### src/rtl/riscv_pkg.sv
`default_nettype none
// +--------------------------------------------------------------------------+
// | Module   : riscv_pkg                                                     |
// | Purpose  : Core-wide constants, memory width encodings, store entry type |
// | Revision : 1.0 - initial store buffer support                            |
// +--------------------------------------------------------------------------+
package riscv_pkg;

    localparam int XLEN      = 32;
    localparam int DMEM_SIZE = 1024;
    localparam int DMEM_AW   = $clog2(DMEM_SIZE);

    localparam logic [2:0] MEM_B = 3'b000;
    localparam logic [2:0] MEM_H = 3'b001;
    localparam logic [2:0] MEM_W = 3'b010;

    typedef struct packed {
        logic               valid;
        logic [DMEM_AW-1:0] addr;
        logic [XLEN-1:0]    data;
        logic [2:0]         width;
    } sb_entry_t;

    function automatic logic [2:0] mem_size_bytes(input logic [2:0] width);
        case (width)
            MEM_B:   return 3'd1;
            MEM_H:   return 3'd2;
            default: return 3'd4;
        endcase
    endfunction

endpackage
`default_nettype wire

### src/rtl/store_buffer_fifo.sv
`default_nettype none
// +--------------------------------------------------------------------------+
// | Module   : store_buffer_fifo                                             |
// | Purpose  : Circular store-entry storage with head/tail pointers, count   |
// | Revision : 1.0 - initial release                                         |
// +--------------------------------------------------------------------------+
module store_buffer_fifo
    import riscv_pkg::*;
#(
    parameter int SB_DEPTH = 4,
    localparam int PW      = $clog2(SB_DEPTH)
) (
    input  logic                       clk,
    input  logic                       rst_ni,
    input  logic                       push_i,
    input  sb_entry_t                  push_entry_i,
    input  logic                       pop_i,
    output sb_entry_t [SB_DEPTH-1:0]   entries_o,
    output logic      [PW-1:0]         head_o,
    output logic      [PW:0]           count_o
);

    sb_entry_t [SB_DEPTH-1:0] entries_q;
    logic      [PW-1:0]       head_q;
    logic      [PW-1:0]       tail_q;
    logic      [PW:0]         count_q;

    // Callers never push into a full buffer or pop an empty one.
    always_ff @(posedge clk or negedge rst_ni) begin
        if (!rst_ni) begin
            entries_q <= '0;
            head_q    <= '0;
            tail_q    <= '0;
            count_q   <= '0;
        end else begin
            if (pop_i) begin
                entries_q[head_q].valid <= 1'b0;
                head_q                  <= head_q + PW'(1);
            end
            if (push_i) begin
                entries_q[tail_q]       <= push_entry_i;
                entries_q[tail_q].valid <= 1'b1;
                tail_q                  <= tail_q + PW'(1);
            end
            case ({push_i, pop_i})
                2'b10:   count_q <= count_q + (PW+1)'(1);
                2'b01:   count_q <= count_q - (PW+1)'(1);
                default: count_q <= count_q;
            endcase
        end
    end

    assign entries_o = entries_q;
    assign head_o    = head_q;
    assign count_o   = count_q;

endmodule
`default_nettype wire

### src/rtl/store_buffer.sv
`default_nettype none
// +--------------------------------------------------------------------------+
// | Module   : store_buffer                                                  |
// | Purpose  : In-order store buffer in front of data_memory; loads stall    |
// |            on byte overlap. Define SB_FWD_EN for exact-match forwarding. |
// | Revision : 1.0 - initial release                                         |
// +--------------------------------------------------------------------------+
module store_buffer
    import riscv_pkg::*;
#(
    parameter int SB_DEPTH = 4,
    parameter int AW       = $clog2(DMEM_SIZE)
) (
    input  logic            clk,
    input  logic            rst_ni,
    input  logic            st_valid_i,
    output logic            st_ready_o,
    input  logic [AW-1:0]   st_addr_i,
    input  logic [XLEN-1:0] st_data_i,
    input  logic [2:0]      st_width_i,
    input  logic            ld_valid_i,
    input  logic [AW-1:0]   ld_addr_i,
    input  logic [2:0]      ld_width_i,
    input  logic            ld_unsigned_i,
    output logic [XLEN-1:0] ld_data_o,
    output logic            ld_stall_o,
    input  logic            fence_i,
    output logic            empty_o,
    output logic [AW-1:0]   data_addr_o,
    output logic [XLEN-1:0] data_write_data_o,
    output logic            data_write_enable_o,
    output logic [2:0]      mem_width_o,
    output logic            mem_unsigned_o,
    input  logic [XLEN-1:0] data_read_data_i
);

    localparam int PW = $clog2(SB_DEPTH);

    sb_entry_t [SB_DEPTH-1:0] entries;
    sb_entry_t                push_entry;
    logic      [PW-1:0]       head;
    logic      [PW:0]         count;
    logic                     push;
    logic                     pop;
    logic      [AW:0]         ld_lo;
    logic      [AW:0]         ld_hi;
    logic      [SB_DEPTH-1:0] ovl;
    logic                     hazard;
    logic                     fwd_hit;
    logic      [XLEN-1:0]     fwd_data;
    logic                     unused_fence;

    // A fence needs no state: the core simply waits for empty_o.
    assign unused_fence = fence_i;

    assign st_ready_o = (count != (PW+1)'(SB_DEPTH));
    assign empty_o    = (count == '0);
    assign push       = st_valid_i && st_ready_o;
    assign push_entry = '{valid: 1'b1, addr: st_addr_i, data: st_data_i, width: st_width_i};

    store_buffer_fifo #(
        .SB_DEPTH     (SB_DEPTH)
    ) u_fifo (
        .clk          (clk),
        .rst_ni       (rst_ni),
        .push_i       (push),
        .push_entry_i (push_entry),
        .pop_i        (pop),
        .entries_o    (entries),
        .head_o       (head),
        .count_o      (count)
    );

    // Ranges carry an extra bit so an access at the top of memory cannot wrap.
    assign ld_lo = {1'b0, ld_addr_i};
    assign ld_hi = ld_lo + (AW+1)'(mem_size_bytes(ld_width_i)) - (AW+1)'(1);

    for (genvar i = 0; i < SB_DEPTH; i++) begin : g_ovl
        logic [AW:0] e_lo;
        logic [AW:0] e_hi;
        assign e_lo   = {1'b0, entries[i].addr};
        assign e_hi   = e_lo + (AW+1)'(mem_size_bytes(entries[i].width)) - (AW+1)'(1);
        assign ovl[i] = entries[i].valid && ld_valid_i && (e_lo <= ld_hi) && (ld_lo <= e_hi);
    end

    assign hazard = |ovl;

`ifdef SB_FWD_EN
    logic [PW-1:0] scan_idx;
    logic [PW-1:0] young_idx;
    logic [XLEN-1:0] raw;

    // Walk oldest to youngest so the last overlapping hit is the youngest one.
    always_comb begin
        scan_idx  = '0;
        young_idx = '0;
        for (int k = 0; k < SB_DEPTH; k++) begin
            scan_idx = head + PW'(k);
            if (ovl[scan_idx]) begin
                young_idx = scan_idx;
            end
        end
        fwd_hit = hazard && (entries[young_idx].addr == ld_addr_i)
                         && (entries[young_idx].width == ld_width_i);
        raw     = entries[young_idx].data;
        case (ld_width_i)
            MEM_B:   fwd_data = ld_unsigned_i ? {24'h0, raw[7:0]}  : {{24{raw[7]}}, raw[7:0]};
            MEM_H:   fwd_data = ld_unsigned_i ? {16'h0, raw[15:0]} : {{16{raw[15]}}, raw[15:0]};
            default: fwd_data = raw;
        endcase
    end
`else
    assign fwd_hit  = 1'b0;
    assign fwd_data = '0;
`endif

    always_comb begin
        data_addr_o         = '0;
        data_write_data_o   = '0;
        data_write_enable_o = 1'b0;
        mem_width_o         = '0;
        mem_unsigned_o      = 1'b0;
        ld_data_o           = '0;
        ld_stall_o          = 1'b0;
        pop                 = 1'b0;
        if (ld_valid_i && !hazard) begin
            data_addr_o    = ld_addr_i;
            mem_width_o    = ld_width_i;
            mem_unsigned_o = ld_unsigned_i;
            ld_data_o      = data_read_data_i;
        end else if (count != '0) begin
            data_addr_o         = entries[head].addr;
            data_write_data_o   = entries[head].data;
            data_write_enable_o = 1'b1;
            mem_width_o         = entries[head].width;
            pop                 = 1'b1;
            ld_stall_o          = ld_valid_i && !fwd_hit;
            if (ld_valid_i && fwd_hit) begin
                ld_data_o = fwd_data;
            end
        end
    end

    assert property (@(posedge clk) disable iff (!rst_ni) !(st_valid_i && ld_valid_i))
        else $warning("store_buffer: store and load presented in the same cycle");

endmodule
`default_nettype wire

### config.mk
export PLATFORM = sky130hd
export DESIGN_NAME = store_buffer
export DESIGN_NICKNAME = d
export VERILOG_FILES = /design/src/rtl/riscv_pkg.sv /design/src/rtl/store_buffer_fifo.sv /design/src/rtl/store_buffer.sv
export SDC_FILE = /design/constraint.sdc
export NUM_CORES = 1
export LEC_CHECK = 0
export ABC_AREA = 1
export CAP_MARGIN = 30
export CORE_ASPECT_RATIO = 0.8
export CORE_MARGIN = 5
export CORE_UTILIZATION = 45
export CTS_CLUSTER_DIAMETER = 30
export DETAILED_ROUTE_END_ITERATION = 10
export PLACE_DENSITY = 0.77
export RECOVER_POWER = 100
export SYNTH_ARGS = -nofsm -noshare
export SYNTH_HDL_FRONTEND = slang
export SYNTH_SLANG_ARGS = --single-unit
### constraint.sdc
create_clock -name clk -period 10.9 [get_ports clk]
set_input_delay 2.18 -clock clk [delete_from_list [all_inputs] [get_ports clk]]
set_output_delay 2.18 -clock clk [all_outputs]
set_load 0.05 [all_outputs]
# == Word-level counts from Yosys, hierarchy flattened ==
# Index checks and enable logic that the tools add are counted.
# word_totals
latchBits,0
output_inout_bits,82
n_memories,0
ram_bits,0
register_bits,191
rom_bits,0
# op_classes
reduce_logical,26
eq_ne,8
shifts,0
bitwise,0
div_mod_pow,0
n_mul,0
n_lt_le_gt_ge,12
n_addsub,14
muxes,31
# op_table
operator,count
184-bit bitwise mux,3
184-bit 2-to-1 mux,2
46-bit demux with 2-bit select,3
46-bit 2-to-1 mux,3
32-bit 2-to-1 mux,3
46-bit binary-select mux with 2-bit select,1
10-bit by 11-bit <= comparator with 1-bit output,8
10-bit by 3-bit adder with 11-bit output,5
11-bit by 1-bit subtractor with 11-bit output (second input constant),5
45-bit 2-to-1 mux,1
3-bit case mux with 2 select lines,6
10-bit 2-to-1 mux,2
3-bit logical NOT,6
1-bit logical AND,16
3-bit by 1-bit equality test with 1-bit output (second input constant),5
2-bit by 3-bit < comparator with 1-bit output (second input constant),2
3-bit 2-to-1 mux,2
1-bit 2-to-1 mux,5
2-bit by 1-bit adder with 2-bit output (second input constant),2
2-bit by 1-bit >= comparator with 1-bit output (second input constant),2
4-bit OR reduction,1
3-bit by 1-bit adder with 3-bit output (second input constant),1
3-bit inequality test (second input constant),1
3-bit nonzero test,1
5 further kinds,5

# == Depth between registers and ports, before layout ==
# Gate-level depths: netlist of run 1.
# depth
word_depth,15
ltp_mapped,34
mapped_depth_nobuf,34

# == Hierarchy ==
# A second synthesis of run 1 with hierarchy kept.
# hier_totals
cells_unflattened,1875
hier_area_um2,14752.9
# by_module_without_submodules
module,area_per_inst_um2,seq_area_each_um2,cells_each,instances
store_buffer_fifo,8011.4,4779.6,686,1
store_buffer,6741.5,0.0,1189,1

# == Worst setup path after synthesis of run 1 ==
# OpenSTA, ideal clock, no wires.
# synth_timing
path_type,in2out
from,input ld_width_i[1]
to,output data_write_data_o[10]
cell_stages,23
arrival_ns,6.011
slack_ns,2.709
required_time_ns,8.720
cell_sequence,nand3b_1 ha_1 inv_1 ha_1 inv_1 fa_1 inv_1 nand2_1 nand2_1 nand2_1 nor2_1 nor2_1 xor2_1 ha_1 nand3_1 nor3_1 nand2_1 nand2_1 nand2_1 nand2_1 o21ai_4 buf_4 nor3_1
# synth_via
elab_chain_len,11
# synth_rtl
element,line_no,source
from (decl),store_buffer.sv:23,"input logic [2:0] ld_width_i,"
3-bit by 1-bit equality test with 1-bit output / 3-bit logical NOT (equally long branches),riscv_pkg.sv:25,case (width)
3-bit case mux with 2 select lines *,riscv_pkg.sv:25,
10-bit by 3-bit adder with 11-bit output *,store_buffer.sv:76,assign ld_hi = ld_lo + (AW+1)'(mem_size_bytes(ld_width_i)) - (AW+1)'(1);
11-bit by 1-bit subtractor with 11-bit output *,store_buffer.sv:76,
10-bit by 11-bit <= comparator with 1-bit output,store_buffer.sv:83,assign ovl[i] = entries[i].valid && ld_valid_i && (e_lo <= ld_hi) && (ld_lo <= e_hi);
1-bit logical AND (2 in series),store_buffer.sv:83,
4-bit OR reduction *,store_buffer.sv:86,assign hazard = |ovl;
1-bit logical NOT *,store_buffer.sv:126,if (ld_valid_i && !hazard) begin
1-bit logical AND *,store_buffer.sv:126,
32-bit 2-to-1 mux *,store_buffer.sv:126,
to (decl),store_buffer.sv:30,"output logic [XLEN-1:0] data_write_data_o,"
# Every way passes the cells marked *; elsewhere a longest branch is shown, timed or not.

# == Final worst setup path of run 1 ==
# layout_timing
from,input ld_addr_i[1]
to,output data_addr_o[1]
# layout_via
elab_chain_len,9
# layout_rtl
element,line_no,source
from (decl),store_buffer.sv:22,"input logic [AW-1:0] ld_addr_i,"
10-bit by 3-bit adder with 11-bit output,store_buffer.sv:76,
11-bit by 1-bit subtractor with 11-bit output,store_buffer.sv:76,
10-bit by 11-bit <= comparator with 1-bit output,store_buffer.sv:83,
1-bit logical AND (2 in series),store_buffer.sv:83,
4-bit OR reduction,store_buffer.sv:86,
1-bit logical NOT,store_buffer.sv:126,
1-bit logical AND,store_buffer.sv:126,
10-bit 2-to-1 mux *,store_buffer.sv:126,
to (decl),store_buffer.sv:29,"output logic [AW-1:0] data_addr_o,"
# Marked as above.

==> results of run 1 <==
metrics by stage:
stage                     instance area, µm²  hold WS [ns]  cells  setup WS (ns)
final                                  16000         0.486   2396          0.870
after global routing                   16000         0.507   2396          0.480
after CTS                              16000         0.491   2395           1.19
after detailed placement               15400         0.473   2363           1.21
after global placement                 15400         0.465   2361           1.14
after floorplan                        13300         0.452   1873           2.71
final cells by class:
class	count	area [µm²]
timing repair buffer	189	1860
inverter	253	950
fill	2804	13300
sequential	191	4780
clock buffer	19	443
clock inverter	13	166
multi-input combinational	1354	7300
tap	377	472
critical path: cells and delay by family:
kind | cells | cell delay, ns
AOI/OAI and AO/OA | 1 | 0.13
xor gates and xnor gates | 1 | 0.36
adders and majority gates | 4 | 1.13
buffers and inverters | 6 | 2.00
and+or+nand+nor | 14 | 2.05
worst paths after layout:
path | from | to | slack, ns | cells past startpoint
worst max-delay path | ld_addr_i[1] | data_addr_o[1] | 0.87 | 26
worst min-delay path | u_fifo.entries_o[141]$_DFFE_PN0P_ | u_fifo.entries_o[141]$_DFFE_PN0P_ | 0.49 | 2
worst max register to register | u_fifo.entries_o[140]$_DFFE_PN0P_ | u_fifo.count_o[2]$_DFFE_PN0P_ | 4.70 | 29
worst min register to register | u_fifo.entries_o[141]$_DFFE_PN0P_ | u_fifo.entries_o[141]$_DFFE_PN0P_ | 0.49 | 2
max in group asynchronous | rst_ni | u_fifo.entries_o[83]$_DFFE_PN0P_ | 2.71 | 4
min in group asynchronous | rst_ni | u_fifo.entries_o[6]$_DFFE_PN0P_ | 2.43 | 1
per-layer routing:
metal	GRT usage, %	vias up	part of all wire, %	wire [µm]
met5	0	-	0	0
met4	6.91	0	2.3	926
met3	3.24	70	7.5	2980
met2	37.4	526	44	17500
met1	33.8	5985	46	18200
li1	-	6315	-	-
flip-flops by register name, indices dropped and copies added, names as in the netlist:
signal / count
u_fifo.entries_o: 184
u_fifo.count_o: 3
u_fifo.head_o: 2
u_fifo.tail_q: 2
cell families after synthesis:
family / Yosys count / synth area share (%)
AO/OA/AOI/OAI: 404 / 15.6
XOR/XNOR: 34 / 2.23
adder cells (fa/ha/maj): 141 / 13.6
buffers and inverters: 328 / 9.45
AND/OR/NAND/NOR: 775 / 23.4
flip-flops: 191 / 35.8
cells in the final DEF, fill, tap and decap left out, types with 8 or more instances in the layout:
cell type	synthesis	final
nor3_1	37	37
o21ai_0	230	230
clkbuf_1	65	8
ha_1	135	135
clkbuf_16	0	17
dfrtp_1	191	190
nand4_1	14	14
dlygate4sd3_1	0	83
xnor2_1	10	10
xor2_1	24	24
inv_1	251	251
o21ai_1	12	12
nand3_1	76	76
nor2_1	85	86
clkdlybuf4s50_1	0	92
nand2_1	553	553
a21oi_1	146	146
==> summary.md, run 1 <==
| Metric | Value |
|---|---|
| Result of the run | finished with violations |
| Violations in the final reports | capacitance limit, slew limit |
| Setup crit end kind | output pin |
| Die outline height | 164 µm |
| Max-cap check violation count | 7 |
| Total half-perimeter wirelength after legalization and detailed placement | about 29000 µm |
| Final net count | 2243 |
| Wire length of the first global-routing pass | 63200 µm |
| Number of primary I/O pins | ~180 |
| Initial DRT Pass Iterations | 7 |
| Maximum single-stage delay on the critical path | slightly below 0.9 ns |
| Area Overhead vs Synth | 19.7% |
| Worst relative slew slack | -161% |
| Number of cells produced by synthesis | 1873 |
| Number of flops mapped to enable cells by yosys | 0 |
| Sequential cell area fraction in the yosys report | 35.8% |
| Least-Margin Pin Slew | 3.91 ns |
| Post-CTS Repair Setup Buffers | 0 |
| # setup viols final | 0 |
| Number of distinct library cells after synthesis | 37 |
| Share of the cycle needed by the critical path after routing | between 90% and 100% |
| Class of the worst hold path | register to register |
| Diodes inserted | 0 |
| Average wire per standard cell | 16.5 µm |
| Gr usage total | around a quarter |
| CTS tree | yes |
| Achievable frequency | 99.7 MHz |
| Most frequent cell after synthesis | nand2_1 |
| Share of the synthesized area in the top cell type | 35.8% |
| Clock Tree Buf Depth | 2 |
| Clock buffer count from CTS | 17 |
| Critical Path Start Type | input pin |
| Wire length reported by the detailed router | 39600 µm |
| RSZ-0062 raised after global routing | false |
| Number of nets with antenna violations after routing | 0 |
| Average via count per standard cell | 5.38 |
| Total number of clock tree sinks | 191 |
| Required time at the endpoint of the critical path | 8.72 ns |
| Layout Skew | 0.00951 ns |
| Core Rows | 56 |
| Master cell of the clock root buffer | clkbuf_16 |
| Library cell occupying the most area in the post-synthesis netlist | dfrtp_1 |
| Fin. Hold Viols | 0 |
| X dimension of the die | 202 µm |
| List of most frequent post-synthesis cells | nand2_1 (553), inv_1 (251), o21ai_0 (230) |
| Arrival time of data at the critical path endpoint | 7.85 ns |
| Count of hold-fix buffers inserted at cts | 0 |
| Min Tclk post-route | 10.03 ns |
| Dominant cells by area after synthesis | dfrtp_1 (36%), nand2_1 (16%), ha_1 (13%) |
| Number of levels in the clock H-tree | 4 |
| WS Path Type | input pin to output pin |
| Post-Route Utilization | 54.5% |
| Async set-or-reset flop fraction in the synthesized netlist | 100% |
| Starting DRC count in detailed routing | 1211 |
| Clock transition at the register clock pins on the worst setup and hold paths after CTS | 0.07 ns |
| Die ar. | 33200 µm² |
| Setup tns final | 0 ns |
| Resize count post-CTS | 0 |
| Post-synth top flop | dfrtp_1 |
| Warnings from Yosys | 0 |
| Synthesized netlist net count | 2110 |
| Global-route congestion overflow total | 0 |
| Synthesized flop and latch total | around 190 |
| Vias post-DR | between 10k and 15k |
| Count of pins over their slew limit | 498 |
| Number of remaining DRC errors | 0 |
| Initial antenna violation count | 1 |
| Netlist Area Pre-Place | ~13000 µm² |
| Slowest-stage cell, CP | dlygate4sd3_1 |
| Cell type with the highest occurrence count on the critical path | nand2_1 |
| Highest fanout seen on the critical path | 14 |
| Port Buffer Count | around 180 |
| Per-instance average area after synthesis | slightly above 7 µm² |
| Source-to-sink clock delay at the later pin of the worst-skew pair | 0.45 ns |
| Core footprint | ~29000 µm² |
| Largest net degree at the start of global routing | 81 |
| Fraction of layout cells with a size suffix above 1 | 2.08% |
| Effective utilization at floorplan | 45.5% |
| Placer Congestion | 0.996 |
| Number of global-route vias before repair | 12.2k |
Power of run 1 is not shown: default switching activity piles up to over one toggle a cycle in this logic, so the estimate is an artifact.
==> inputs of run 2 (changes only) <==
--- a/config.mk
+++ b/config.mk
@@ -16,4 +16,5 @@
 export RECOVER_POWER = 100
 export SYNTH_ARGS = -nofsm -noshare
 export SYNTH_HDL_FRONTEND = slang
+export SYNTH_HIERARCHICAL = 1
 export SYNTH_SLANG_ARGS = --single-unit
==> constraint.sdc (replaced) <==
create_clock -name clk -period 11.2 [get_ports clk]
set_input_delay 2.24 -clock clk [delete_from_list [all_inputs] [get_ports clk]]
set_output_delay 2.24 -clock clk [all_outputs]
set_load 0.05 [all_outputs]
==> summary.md, run 2 <==
| Metric | Value |
|---|---|
| Violations in the final reports | capacitance limit, slew limit |
| Least-Margin Pin Slew | 3.89 ns |
| Synthesized netlist net count | roughly 2.1k |
| Final net count | 2238 |
| CTS tree | yes |
| Setup tns final | 0 ns |
| Warnings from Yosys | 6 |
| Initial antenna violation count | 0 |
| Fraction of layout cells with a size suffix above 1 | 5.16% |
| Number of cells produced by synthesis | 1874 |
| Master cell of the clock root buffer | clkbuf_16 |
| Required time at the endpoint of the critical path | 8.96 ns |
| Number of remaining DRC errors | 0 |
| Fin. Hold Viols | 0 |
| Clock Tree Buf Depth | 2 |
| Critical Path Start Type | input pin |
| Total half-perimeter wirelength after legalization and detailed placement | between 20000 and 30000 µm |
| Core Rows | 59 |
| Average wire per standard cell | 16.7 µm |
| Core footprint | 32400 µm² |
| Global-route congestion overflow total | 0 |
| X dimension of the die | 212 µm |
| Most frequent standard cell in the layout excluding fill and tap cells | nand2_1 |
| Initial DRT Pass Iterations | 6 |
| Placer Congestion | roughly 0.9 |
| # setup viols final | 0 |
| Wire length reported by the detailed router | 40700 µm |
| Share of the cycle needed by the critical path after routing | 94.9% |
| Number of nets with antenna violations after routing | 0 |
| Class of the worst hold path | register to register |
| Area Overhead vs Synth | 11.1% |
| Starting DRC count in detailed routing | around 980 |
| Filler cells | 3223 |
| Die outline height | between 150 and 200 µm |
| Average via count per standard cell | 5.29 |
| Setup crit end kind | output pin |
| Highest fanout seen on the critical path | 34 |
| Wire length of the first global-routing pass | 65400 µm |
| Number of global-route vias before repair | 12.4k |
| Number of flip-flops under the largest register name | 184 |
| Netlist Area Pre-Place | 14700 µm² |
| Source-to-sink clock delay at the later pin of the worst-skew pair | 0.44 ns |
| Effective utilization at floorplan | 45.5% |
| Diodes inserted | 0 |
| WS Path Type | input pin to output pin |
| Gr usage total | 22.2% |
| Final instance area | 16400 µm² |
| RSZ-0062 raised after global routing | false |
| Per-instance average area after synthesis | 7.87 µm² |
| Placed instance area | 16500 µm² |
| Post-CTS Repair Setup Buffers | 0 |
| Port Buffer Count | approximately 180 |
| Number of primary I/O pins | 178 |
| Post-Route Utilization | ~50% |
| Layout Skew | between 0.01 and 0.015 ns |
| Max-cap check violation count | 7 |
| Achievable frequency | 94.1 MHz |
| Largest net degree at the start of global routing | 97 |
| Die ar. | 36500 µm² |
| Leading cell types in the layout, fill and taps excluded | nand2_1 (442), o21ai_0 (285), inv_1 (249) |
| Count of hold-fix buffers inserted at cts | 0 |
| Min Tclk post-route | 10.63 ns |
| Arrival time of data at the critical path endpoint | between 8 and 9 ns |
| Resize count post-CTS | 0 |
| Result of the run | finished with violations |
| Worst relative slew slack | -160% |
| Clock buffer count from CTS | 17 |
| Number of levels in the clock H-tree | 4 |
| Count of pins over their slew limit | 543 |
| Total number of clock tree sinks | 191 |
| Clock transition at the register clock pins on the worst setup and hold paths after CTS | approximately 0.070 ns |
| Vias post-DR | 12.9k |
==> run 2: area by class of cell <==
cell class | instances | area [µm²] | share of cell area, %
Timing Repair Buffer | 188 | 1850 | 11.3
Inverter | 254 | 955 | 5.83
Tap cell | 427 | 534 | 3.26
Clock buffer | 22 | 484 | 2.96
Clock inverter | 10 | 146 | 0.894
Sequential cell | 191 | 4780 | 29.2
Multi-Input combinational cell | 1349 | 7630 | 46.6
==> run 2: worst paths after layout <==
check                                             startpoint                                 to  slack [ns]  cells after the start
setup / recovery                                ld_addr_i[1]                data_write_enable_o        0.57                     24
hold / removal               u_fifo/entries_o[137]$_DFF_PN0_    u_fifo/entries_o[137]$_DFF_PN0_        0.47                      2
min in group asynchronous                             rst_ni  u_fifo/entries_o[118]$_DFFE_PN0P_        2.36                      1
setup reg to reg           u_fifo/entries_o[139]$_DFFE_PN0P_      u_fifo/count_o[2]$_DFFE_PN0P_        4.90                     36
hold reg to reg              u_fifo/entries_o[137]$_DFF_PN0_    u_fifo/entries_o[137]$_DFF_PN0_        0.47                      2
max in group asynchronous                             rst_ni    u_fifo/entries_o[3]$_DFFE_PN0P_        3.88                      3
==> run 2: critical path, cell delays in order <==
cell,delay [ns]
dlygate4sd3_1,0.78
inv_1,0.09
ha_1,0.30
inv_1,0.07
ha_1,0.24
inv_1,0.09
fa_1,0.40
inv_1,0.10
nand2_1,0.08
nand2_1,0.15
nand2_1,0.11
nor2_1,0.15
nor2_1,0.07
xor2_1,0.36
ha_1,0.25
nand2_1,0.07
nor3_1,0.23
nand3_1,0.11
nand2_1,0.09
nand2_2,0.23
nand2_1,0.22
inv_2,0.31
nor2_1,0.64
dlygate4sd3_1,0.97
==> run 2: through the flow <==
step	setup WS [ns]	cells	hold WS [ns]
2_1_floorplan	3.34	1874	0.434
4_1_cts	0.782	2439	0.478
3_5_place_dp	0.824	2407	0.460
5_1_grt	0.274	2441	0.501
6_report	0.573	2441	0.470
3_3_place_gp	0.987	2406	0.453
==> run 2: metal layers <==
| layer | up-vias | wire [µm] | GRT usage, % |
|---|---|---|---|
| met4 | 0 | 969 | 6.04 |
| li1 | 6323 | - | - |
| met3 | 53 | 2830 | 3.23 |
| met1 | 6088 | 18800 | 31.9 |
| met2 | 456 | 18100 | 35.3 |
| met5 | - | 0 | 0 |
Power of run 2 is left out for the same reason.
==> inputs of run 3 (changes only) <==
--- a/config.mk
+++ b/config.mk
@@ -16,5 +16,4 @@
 export RECOVER_POWER = 100
 export SYNTH_ARGS = -nofsm -noshare
 export SYNTH_HDL_FRONTEND = slang
-export SYNTH_HIERARCHICAL = 1
 export SYNTH_SLANG_ARGS = --single-unit
==> constraint.sdc (replaced) <==
create_clock -name clk -period 11.6 [get_ports clk]
set_input_delay 2.32 -clock clk [delete_from_list [all_inputs] [get_ports clk]]
set_output_delay 2.32 -clock clk [all_outputs]
set_load 0.05 [all_outputs]
==> summary.md, run 3 (synthesis gave the netlist of run 1 again) <==
| Metric | Value |
|---|---|
| Result of the run | finished with violations |
| Violations in the final reports | capacitance limit, slew limit |
| CTS tree | yes |
| RSZ-0062 raised after global routing | false |
| Highest fanout seen on the critical path | 17 |
| Port Buffer Count | 176 |
| Largest net degree at the start of global routing | 84 |
| Die ar. | 33200 µm² |
| Placer Congestion | 0.928 |
| Share of the cycle needed by the critical path after routing | 91.9% |
| Area Overhead vs Synth | 19.9% |
| Class of the worst hold path | register to register |
| Clock buffer count from CTS | 17 |
| Post-CTS Repair Setup Buffers | 0 |
| Source-to-sink clock delay at the later pin of the worst-skew pair | about 0.43 ns |
| Setup crit end kind | output pin |
| Min Tclk post-route | 10.66 ns |
| Slack of the worst reg-to-reg path | 5.43 ns |
| Worst-case reg-to-reg path depth | 27 |
| Worst reg2reg path endpoint | u_fifo.count_o[1]$_DFFE_PN0P_ |
| Count of pins over their slew limit | ~450 |
| Achievable frequency | 93.8 MHz |
| Max-cap check violation count | 6 |
| Core footprint | a little under 30000 µm² |
| Launch point of the worst hold path | u_fifo.entries_o[102]$_DFFE_PN0P_ |
| Resize count post-CTS | 0 |
| Most frequent standard cell in the layout excluding fill and tap cells | nand2_1 |
| Setup tns final | 0 ns |
| Sink of the worst hold path | u_fifo.entries_o[102]$_DFFE_PN0P_ |
| Required time at the endpoint of the critical path | 9.28 ns |
| Least-Margin Pin Slew | ~3.6 ns |
| Arrival time of data at the critical path endpoint | 8.34 ns |
| Fin. Hold Viols | 0 |
| Effective utilization at floorplan | 45.5% |
| Leading cell types in the layout, fill and taps excluded | nand2_1 (553), inv_1 (251), o21ai_0 (230) |
| Die outline height | 164 µm |
| Count of cells along the worst hold path | 2 |
| Layout Skew | 0.0135 ns |
| Number of primary I/O pins | 178 |
| Average wire per standard cell | 16.2 µm |
| Number of nets with antenna violations after routing | 0 |
| Vias post-DR | 12.6k |
| Slowest-stage cell, CP | dlygate4sd3_1 |
| Initial DRT Pass Iterations | 7 |
| Final net count | 2245 |
| Fraction of layout cells with a size suffix above 1 | 2.18% |
| Total half-perimeter wirelength after legalization and detailed placement | around 28000 µm |
| Average via count per standard cell | 5.24 |
| Number of levels in the clock H-tree | 4 |
| Cell type with the highest occurrence count on the critical path | nand2_1 |
| Origin of the critical flop-to-flop path | u_fifo.entries_o[140]$_DFFE_PN0P_ |
| Number of global-route vias before repair | 12.0k |
| # setup viols final | 0 |
| Count of hold-fix buffers inserted at cts | 0 |
| Global-route congestion overflow total | 0 |
| Number of remaining DRC errors | 0 |
| Total number of clock tree sinks | 191 |
| Gr usage total | 23.2% |
| Wire length of the first global-routing pass | 62600 µm |
| WS Path Type | input pin to output pin |
| Initial antenna violation count | 0 |
| Number of flip-flops under the largest register name | about 180 |
| Core Rows | 56 |
| Wire length reported by the detailed router | a little under 40000 µm |
| Critical Path Start Type | input pin |
| Diodes inserted | 0 |
| Master cell of the clock root buffer | clkbuf_16 |
| Clock Tree Buf Depth | 2 |
| Clock transition at the register clock pins on the worst setup and hold paths after CTS | 0.08 ns |
| Starting DRC count in detailed routing | around 1.1k |
| Worst relative slew slack | -139% |
| X dimension of the die | ~200 µm |
| Maximum single-stage delay on the critical path | 0.77 ns |
run 3: cell types whose count changed in the layout (fill, tap and decap cells not counted), sizes merged, moves of 5 or more:
cell / change
inv: +7
nand3: -8
nor3: +33
nor2: -95
a21oi: +60
o22ai: -32
nand2: +103
o21ai: -46
xnor2: +5
run 3: cell type report:
class / count / area, µm²
clock inverter: 15 / 210
multi-input combinational: 1354 / 7300
timing repair buffer: 191 / 1860
inverter: 253 / 950
clock buffer: 17 / 425
fill: 2760 / 13300
tap: 377 / 472
sequential: 191 / 4780
run 3: worst max-delay path by stage:
stage,slack [ns],from,end,cells past startpoint
finish,0.94,ld_addr_i[1],data_write_data_o[1],26
global route,0.53,ld_addr_i[1],data_write_data_o[10],26
CTS,1.48,ld_addr_i[1],data_write_data_o[1],25
detailed placement,1.51,ld_addr_i[1],data_write_data_o[1],25
global placement,1.55,ld_addr_i[1],data_write_data_o[1],25
floorplan,3.13,ld_width_i[1],data_write_data_o[10],23
run 3: metal layers:
layer | track usage (%) | part of all wire [%] | up-vias
li1 | - | - | 6313
met3 | 4.03 | 6.9 | 43
met1 | 33.4 | 47 | 5766
met4 | 5.68 | 1.9 | 0
met5 | 0 | 0 | -
met2 | 36.6 | 44 | 442
run 3: critical path: cells and delay by family:
kind / cells / cell delay [ns]
buffers and inverters: 8 / 2.63
and+or+nand+nor: 12 / 1.27
adders and majority gates: 4 / 1.12
AOI/OAI and AO/OA: 1 / 0.57
xor gates and xnor gates: 1 / 0.40
run 3: stage by stage:
step / utilization [%] / instance area (µm²) / std cells / worst slack (ns) / hold WS (ns)
after global placement: 52.5 / 15400 / 2364 / 1.55 / 0.465
after CTS: 54.8 / 16100 / 2398 / 1.48 / 0.493
after detailed placement: 52.7 / 15400 / 2366 / 1.51 / 0.474
final: 54.6 / 16000 / 2398 / 0.945 / 0.488
after global routing: 54.6 / 16000 / 2398 / 0.525 / 0.503
after floorplan: - / 13300 / 1873 / 3.13 / 0.452
Power of run 3 is left out for the same reason.
